### config.mk
export PLATFORM = sky130hd
export DESIGN_NAME = ifetch_queue
export DESIGN_NICKNAME = d
export VERILOG_FILES = /design/src/rtl/ifetch_queue.sv
export SDC_FILE = /design/constraint.sdc
export NUM_CORES = 1
export LEC_CHECK = 0
export ABC_AREA = 1
export ABC_CLOCK_PERIOD_IN_PS = 18770
export CORE_UTILIZATION = 55
export DETAILED_ROUTE_END_ITERATION = 6
export GPL_ROUTABILITY_DRIVEN = 0
export GPL_TIMING_DRIVEN = 0
export PLACE_DENSITY = 0.79
export SYNTH_ARGS = -nofsm -noshare
export SYNTH_HDL_FRONTEND = slang
export SYNTH_SLANG_ARGS = --single-unit
export TNS_END_PERCENT = 50
### constraint.sdc
create_clock -name clk -period 18.77 [get_ports clk]
set_clock_uncertainty 0.1 [all_clocks]
set_input_delay 2.8155 -clock clk [delete_from_list [all_inputs] [get_ports clk]]
set_output_delay 2.8155 -clock clk [all_outputs]
set_load 0.01 [all_outputs]
### src/rtl/ifetch_queue.sv
`default_nettype none
// ============================================================================
// Module   : ifetch_queue
// Purpose  : Instruction fetch / prefetch unit in front of the 2-way I-cache.
//            Owns the fetch PC, issues word reads to the cache (honouring
//            icache_stall), buffers {pc, instruction} pairs in a DEPTH-entry
//            FIFO and hands them to decode over a valid/ready handshake.
//            Redirects flush the FIFO; a redirect arriving while a miss is
//            outstanding parks the target and lets the miss finish first.
// Ports    : clk, proc_reset (async, active-high)
//            icache_read/write/addr/wdata/rdata/stall : cache processor side
//            redirect, redirect_pc                    : pipeline redirect
//            inst_valid/data/pc, inst_ready           : decode handshake
// Options  : IFQ_BYPASS_EN - when defined, a hit into an empty FIFO is
//            presented to decode in the same cycle (0-cycle latency).
// Revision : 1.0 - initial release
// ============================================================================
module ifetch_queue #(
    parameter logic [31:0] RESET_PC = 32'h0000_0000,
    parameter int          DEPTH    = 4
) (
    input  logic        clk,
    input  logic        proc_reset,
    output logic        icache_read,
    output logic        icache_write,
    output logic [29:0] icache_addr,
    output logic [31:0] icache_wdata,
    input  logic [31:0] icache_rdata,
    input  logic        icache_stall,
    input  logic        redirect,
    input  logic [31:0] redirect_pc,
    output logic        inst_valid,
    output logic [31:0] inst_data,
    output logic [31:0] inst_pc,
    input  logic        inst_ready
);

    localparam int                 c_PTR_W = $clog2(DEPTH);
    localparam int                 c_CNT_W = c_PTR_W + 1;
    localparam logic [c_CNT_W-1:0] c_FULL  = c_CNT_W'(DEPTH);

    typedef enum logic [1:0] {
        S_IDLE  = 2'd0,
        S_FETCH = 2'd1,
        S_DRAIN = 2'd2
    } state_t;

    state_t               r_state;
    state_t               w_state_next;
    // PCs are kept as word addresses; the byte-offset bits are always zero.
    logic [29:0]          r_fetch_pc;
    logic [29:0]          r_target;
    logic [c_CNT_W-1:0]   r_count;
    logic [c_PTR_W-1:0]   r_rd_ptr;
    logic [c_PTR_W-1:0]   r_wr_ptr;
    logic [29:0]          r_mem_pc   [DEPTH];
    logic [31:0]          r_mem_data [DEPTH];

    logic                 w_push;
    logic                 w_write;
    logic                 w_pop;
    logic                 w_flush;
    logic                 w_capture;
    logic                 w_load_pc;
    logic [29:0]          w_new_pc;
    logic                 w_unused_pc_lsb;

    assign w_unused_pc_lsb = ^redirect_pc[1:0];

    assign icache_write = 1'b0;
    assign icache_wdata = 32'h0;
    // The address only moves on a push or a redirect load, and neither can
    // happen while a stalled read is outstanding, so the miss address holds.
    assign icache_addr  = r_fetch_pc;

    // ------------------------------------------------------------------------
    // Next-state / control
    // ------------------------------------------------------------------------
    always_comb begin
        w_state_next = r_state;
        icache_read  = 1'b0;
        w_push       = 1'b0;
        w_flush      = 1'b0;
        w_capture    = 1'b0;
        w_load_pc    = 1'b0;
        w_new_pc     = r_fetch_pc;

        case (r_state)
            S_IDLE: begin
                w_state_next = S_FETCH;
                if (redirect) begin
                    w_flush   = 1'b1;
                    w_load_pc = 1'b1;
                    w_new_pc  = redirect_pc[31:2];
                end
            end

            S_FETCH: begin
                // Count can only fall while a miss is pending, so read stays
                // asserted for the whole miss once it has been raised.
                icache_read = (r_count < c_FULL);
                if (redirect) begin
                    w_flush = 1'b1;
                    if (icache_read && icache_stall) begin
                        // Cannot abandon the miss: park the target.
                        w_capture    = 1'b1;
                        w_state_next = S_DRAIN;
                    end else begin
                        w_load_pc = 1'b1;
                        w_new_pc  = redirect_pc[31:2];
                    end
                end else if (icache_read && !icache_stall) begin
                    w_push = 1'b1;
                end
            end

            S_DRAIN: begin
                icache_read = 1'b1;
                if (redirect) begin
                    w_flush   = 1'b1;
                    w_capture = 1'b1;
                end
                if (!icache_stall) begin
                    // Miss word is dropped; the newest target wins.
                    w_state_next = S_FETCH;
                    w_load_pc    = 1'b1;
                    w_new_pc     = redirect ? redirect_pc[31:2] : r_target;
                end
            end

            default: begin
                w_state_next = S_IDLE;
            end
        endcase
    end

    // ------------------------------------------------------------------------
    // Decode-side presentation
    // ------------------------------------------------------------------------
`ifdef IFQ_BYPASS_EN
    logic w_bypass;
    assign w_bypass   = w_push && (r_count == '0);
    assign inst_valid = (r_count != '0) || w_bypass;
    assign inst_data  = w_bypass ? icache_rdata : r_mem_data[r_rd_ptr];
    assign inst_pc    = w_bypass ? {r_fetch_pc, 2'b00}
                                 : {r_mem_pc[r_rd_ptr], 2'b00};
    // A bypassed word taken by decode never enters the FIFO.
    assign w_write    = w_push && !(w_bypass && inst_ready);
`else
    assign inst_valid = (r_count != '0);
    assign inst_data  = r_mem_data[r_rd_ptr];
    assign inst_pc    = {r_mem_pc[r_rd_ptr], 2'b00};
    assign w_write    = w_push;
`endif

    // A pop coinciding with a redirect is irrelevant: the FIFO is flushed.
    assign w_pop = (r_count != '0) && inst_ready && !redirect;

    // ------------------------------------------------------------------------
    // State, PC and FIFO registers
    // ------------------------------------------------------------------------
    always_ff @(posedge clk or posedge proc_reset) begin
        if (proc_reset) begin
            r_state    <= S_IDLE;
            r_fetch_pc <= RESET_PC[31:2];
            r_target   <= '0;
            r_count    <= '0;
            r_rd_ptr   <= '0;
            r_wr_ptr   <= '0;
            for (int i = 0; i < DEPTH; i++) begin
                r_mem_pc[i]   <= '0;
                r_mem_data[i] <= '0;
            end
        end else begin
            r_state <= w_state_next;

            if (w_capture) begin
                r_target <= redirect_pc[31:2];
            end

            // Word address increment wraps 0xFFFF_FFFC -> 0 naturally.
            if (w_load_pc) begin
                r_fetch_pc <= w_new_pc;
            end else if (w_push) begin
                r_fetch_pc <= r_fetch_pc + 30'd1;
            end

            if (w_flush) begin
                r_count  <= '0;
                r_rd_ptr <= '0;
                r_wr_ptr <= '0;
            end else begin
                if (w_write) begin
                    r_mem_pc[r_wr_ptr]   <= r_fetch_pc;
                    r_mem_data[r_wr_ptr] <= icache_rdata;
                    r_wr_ptr             <= r_wr_ptr + c_PTR_W'(1);
                end
                if (w_pop) begin
                    r_rd_ptr <= r_rd_ptr + c_PTR_W'(1);
                end
                case ({w_write, w_pop})
                    2'b10:   r_count <= r_count + c_CNT_W'(1);
                    2'b01:   r_count <= r_count - c_CNT_W'(1);
                    default: r_count <= r_count;
                endcase
            end
        end
    end

endmodule
`default_nettype wire
==> metrics <==
Filler cells ~2,200; DRT Pass-1 Iters 5; Multi-input gate area 6840 µm²; number of inserted diodes 0; Max Cap Viol 0; Sw Ratio 0.374; WP data required around 16 ns; Post-CTS Repair Setup Buffers 0; H-tree lvl count 2; Design Area, Final 19,300 µm²; Reg area 7930 µm²; final count of negative-setup-slack endpoints 0; crit path capture type output port; 1st-iter DRT viols around 1,100; global-route wire length before repair between 60 and 70 mm; yosys warns 0; CTS tree done; VDD IR max between 0.08 and 0.09 mV; slew margin rel. 0.483; core area between 20,000 and 30,000 µm²; die area just under 30,000 µm²; sequential area share after synthesis 0.499; min Tclk post-route between 6 and 7 ns; post-route DRC violation count 0; unrepaired setup endpoints after global routing no; FF+latch count, synth 317; DP Area 18,200 µm²; crit-path max FO 10; mean area per synthesized cell 9.27 µm²; total global-route track usage 0.298; Die H roughly 170 µm; Fmax 159 MHz; share of cells above drive strength 1 0.143; clock transition at the registers of the reported paths approximately 0.050 ns; Setup CP Type reg -> out; final hold vios 0; Seq pwr share 0.335; root buf cell clkbuf_16; die width between 150 and 200 µm; TritonCTS buffer count 34; Post-Syn Area between 15,000 and 20,000 µm²; Tcrit/Tclk final 0.336; Hold WC Path Type reg -> reg; cts-stage hold buffer count 0; routed wire length per instance about 18 µm; CTS max path bufs 3; DRT antenna net count 0; max-slew violations 0; power density cells about 160 nW/µm²; P_int around 1.9 mW; outcome completed; cts repair resizes 0; LEAKAGE between 9 and 10 nW; Initial Util 0.566; clock latency on the worst-skew pair between 0.5 and 0.6 ns; Startpoint Class register; setup TNS 0 ns; IO Port Bufs 160; library cells used by synthesis 38; worst slew pin tran between 0.7 and 0.8 ns; Clock Power Share 0.235; critical path data arrival time ~3.4 ns; number of global-route vias before repair 12,800; remaining global-route overflow 0; DRT Wirelength between 40 and 50 mm; synthesis-to-layout area growth 21.8%; Mapped Cells 1,714; # rows about 60; switching power 1.14 mW; # IOs 198; CTS sink cnt about 320; pin count of the biggest net entering global routing 137; hpwl dp between 20 and 30 mm; initial antenna violation count 0; vias approximately 13,000; Nets ~2,000; logic gate share of total power 0.431; Avg Vias per Cell 5.59
[through the flow]
| stage | utilization | hold slack, ns | worst slack [ns] | total power [mW] | cells |
|---|---|---|---|---|---|
| after floorplan | - | 0.348 | 7.08 | 1.74 | 1748 |
| after global placement | 0.644 | 0.361 | 3.38 | 2.29 | 2286 |
| after detailed placement | 0.646 | 0.369 | 13.11 | 2.32 | 2288 |
| after CTS | 0.689 | 0.383 | 12.53 | 3.05 | 2348 |
| after global routing | 0.689 | 0.394 | 12.37 | 3.23 | 2348 |
| final | 0.689 | 0.380 | 12.46 | 3.05 | 2348 |
[kinds of logic after synthesis]
logic type,Yosys count,synth area share
AO/OA/AOI/OAI,377,0.139
XOR/XNOR,9,0.00496
adder cells (fa/ha/maj),10,0.00835
buffers and inverters,231,0.0782
flip-flops,317,0.499
multiplexers,162,0.115
other,1,0.000236
AND/OR/NAND/NOR,607,0.155
[power by group through the flow]
| stage | Clock, mW | Sequential, mW | Combinational, mW |
|---|---|---|---|
| after floorplan | 0 | 0.998 | 0.745 |
| after global placement | 0 | 1.02 | 1.27 |
| after detailed placement | 0 | 1.03 | 1.30 |
| after CTS | 0.722 | 1.02 | 1.31 |
| after global routing | 0.749 | 1.04 | 1.43 |
| final | 0.717 | 1.02 | 1.31 |
[Yosys cell counts (all sizes together)]
cell type  count  area share
a21boi         1      0.0012
a21oi         33       0.010
and2           1     0.00039
buf          101       0.047
clkbuf        39      0.0094
clkinv         1     0.00024
conb           1     0.00024
dfrtp        317        0.50
fa             1      0.0013
ha             9      0.0071
inv           90       0.021
mux2         162        0.11
nand2        326       0.080
nand3         36       0.013
nand4          2     0.00079
nor2         240       0.061
nor3b          1     0.00047
o211ai         4      0.0019
o21a          88       0.042
o21ai        189       0.060
o22ai         62       0.024
or2            1     0.00039
xnor2          3      0.0017
xor2           6      0.0033
[registers in the layout, summed over array words and instances (netlist names)]
signal,count
r_count,3
r_mem_data,128
r_wr_ptr,2
r_target,30
r_rd_ptr,2
r_state,2
icache_addr,30
r_mem_pc,120
[cell type report]
class,instances,area share
Buffer,140,0.0466
Clock buffer,50,0.0540
Clock inverter,10,0.00776
Inverter,91,0.0180
Multi-Input combinational cell,1200,0.354
Sequential cell,317,0.410
Tap cell,378,0.0244
Timing Repair Buffer,162,0.0856
[placed cells by master (no fill, tap or decap), drive strengths merged, types with 2 or more instances in the layout]
master         instances
a21oi                 33
buf                  103
bufinv                 4
clkbuf                89
clkdlybuf4s50        160
clkinv                 7
conb                  35
dfrtp                317
ha                     9
inv                   90
mux2                 162
nand2                326
nand3                 36
nand4                  2
nor2                 240
o211ai                 4
o21a                  88
o21ai                189
o22ai                 62
xnor2                  3
xor2                   6
[metal layers]
metal	up-vias	GRT usage	part of all wire
met2	563	0.478	0.46
li1	6082	-	-
met4	0	0.132	0.040
met5	-	0	0
met1	6368	0.397	0.42
met3	112	0.0504	0.075
[path summary, 6_finish.rpt]
check | slack [ns] | from | end | cells after the start
worst max-delay path | 12.46 | r_rd_ptr[0]$_DFFE_PP0P_ | inst_pc[13] | 7
worst min-delay path | 0.38 | r_mem_data[64]$_DFFE_PP0P_ | r_mem_data[64]$_DFFE_PP0P_ | 1
worst max register to register | 16.39 | r_state[1]$_DFFE_PP0P_ | r_count[2]$_DFFE_PP0P_ | 12
worst min register to register | 0.38 | r_mem_data[64]$_DFFE_PP0P_ | r_mem_data[64]$_DFFE_PP0P_ | 1
max in group asynchronous | 14.35 | proc_reset | r_mem_pc[102]$_DFFE_PP0P_ | 4
min in group asynchronous | 2.62 | proc_reset | r_target[21]$_DFFE_PP0P_ | 2
[worst max-delay path, stage by stage, from the launching register on]
cell and delay, ns:
dfrtp_1 0.36, buf_2 0.21, clkinv_1 0.23, clkbuf_1 0.61, buf_2 0.39, nor2_1 0.09
o22ai_1 0.35, clkdlybuf4s50_1 0.62
(Power assumes the default switching activity.)
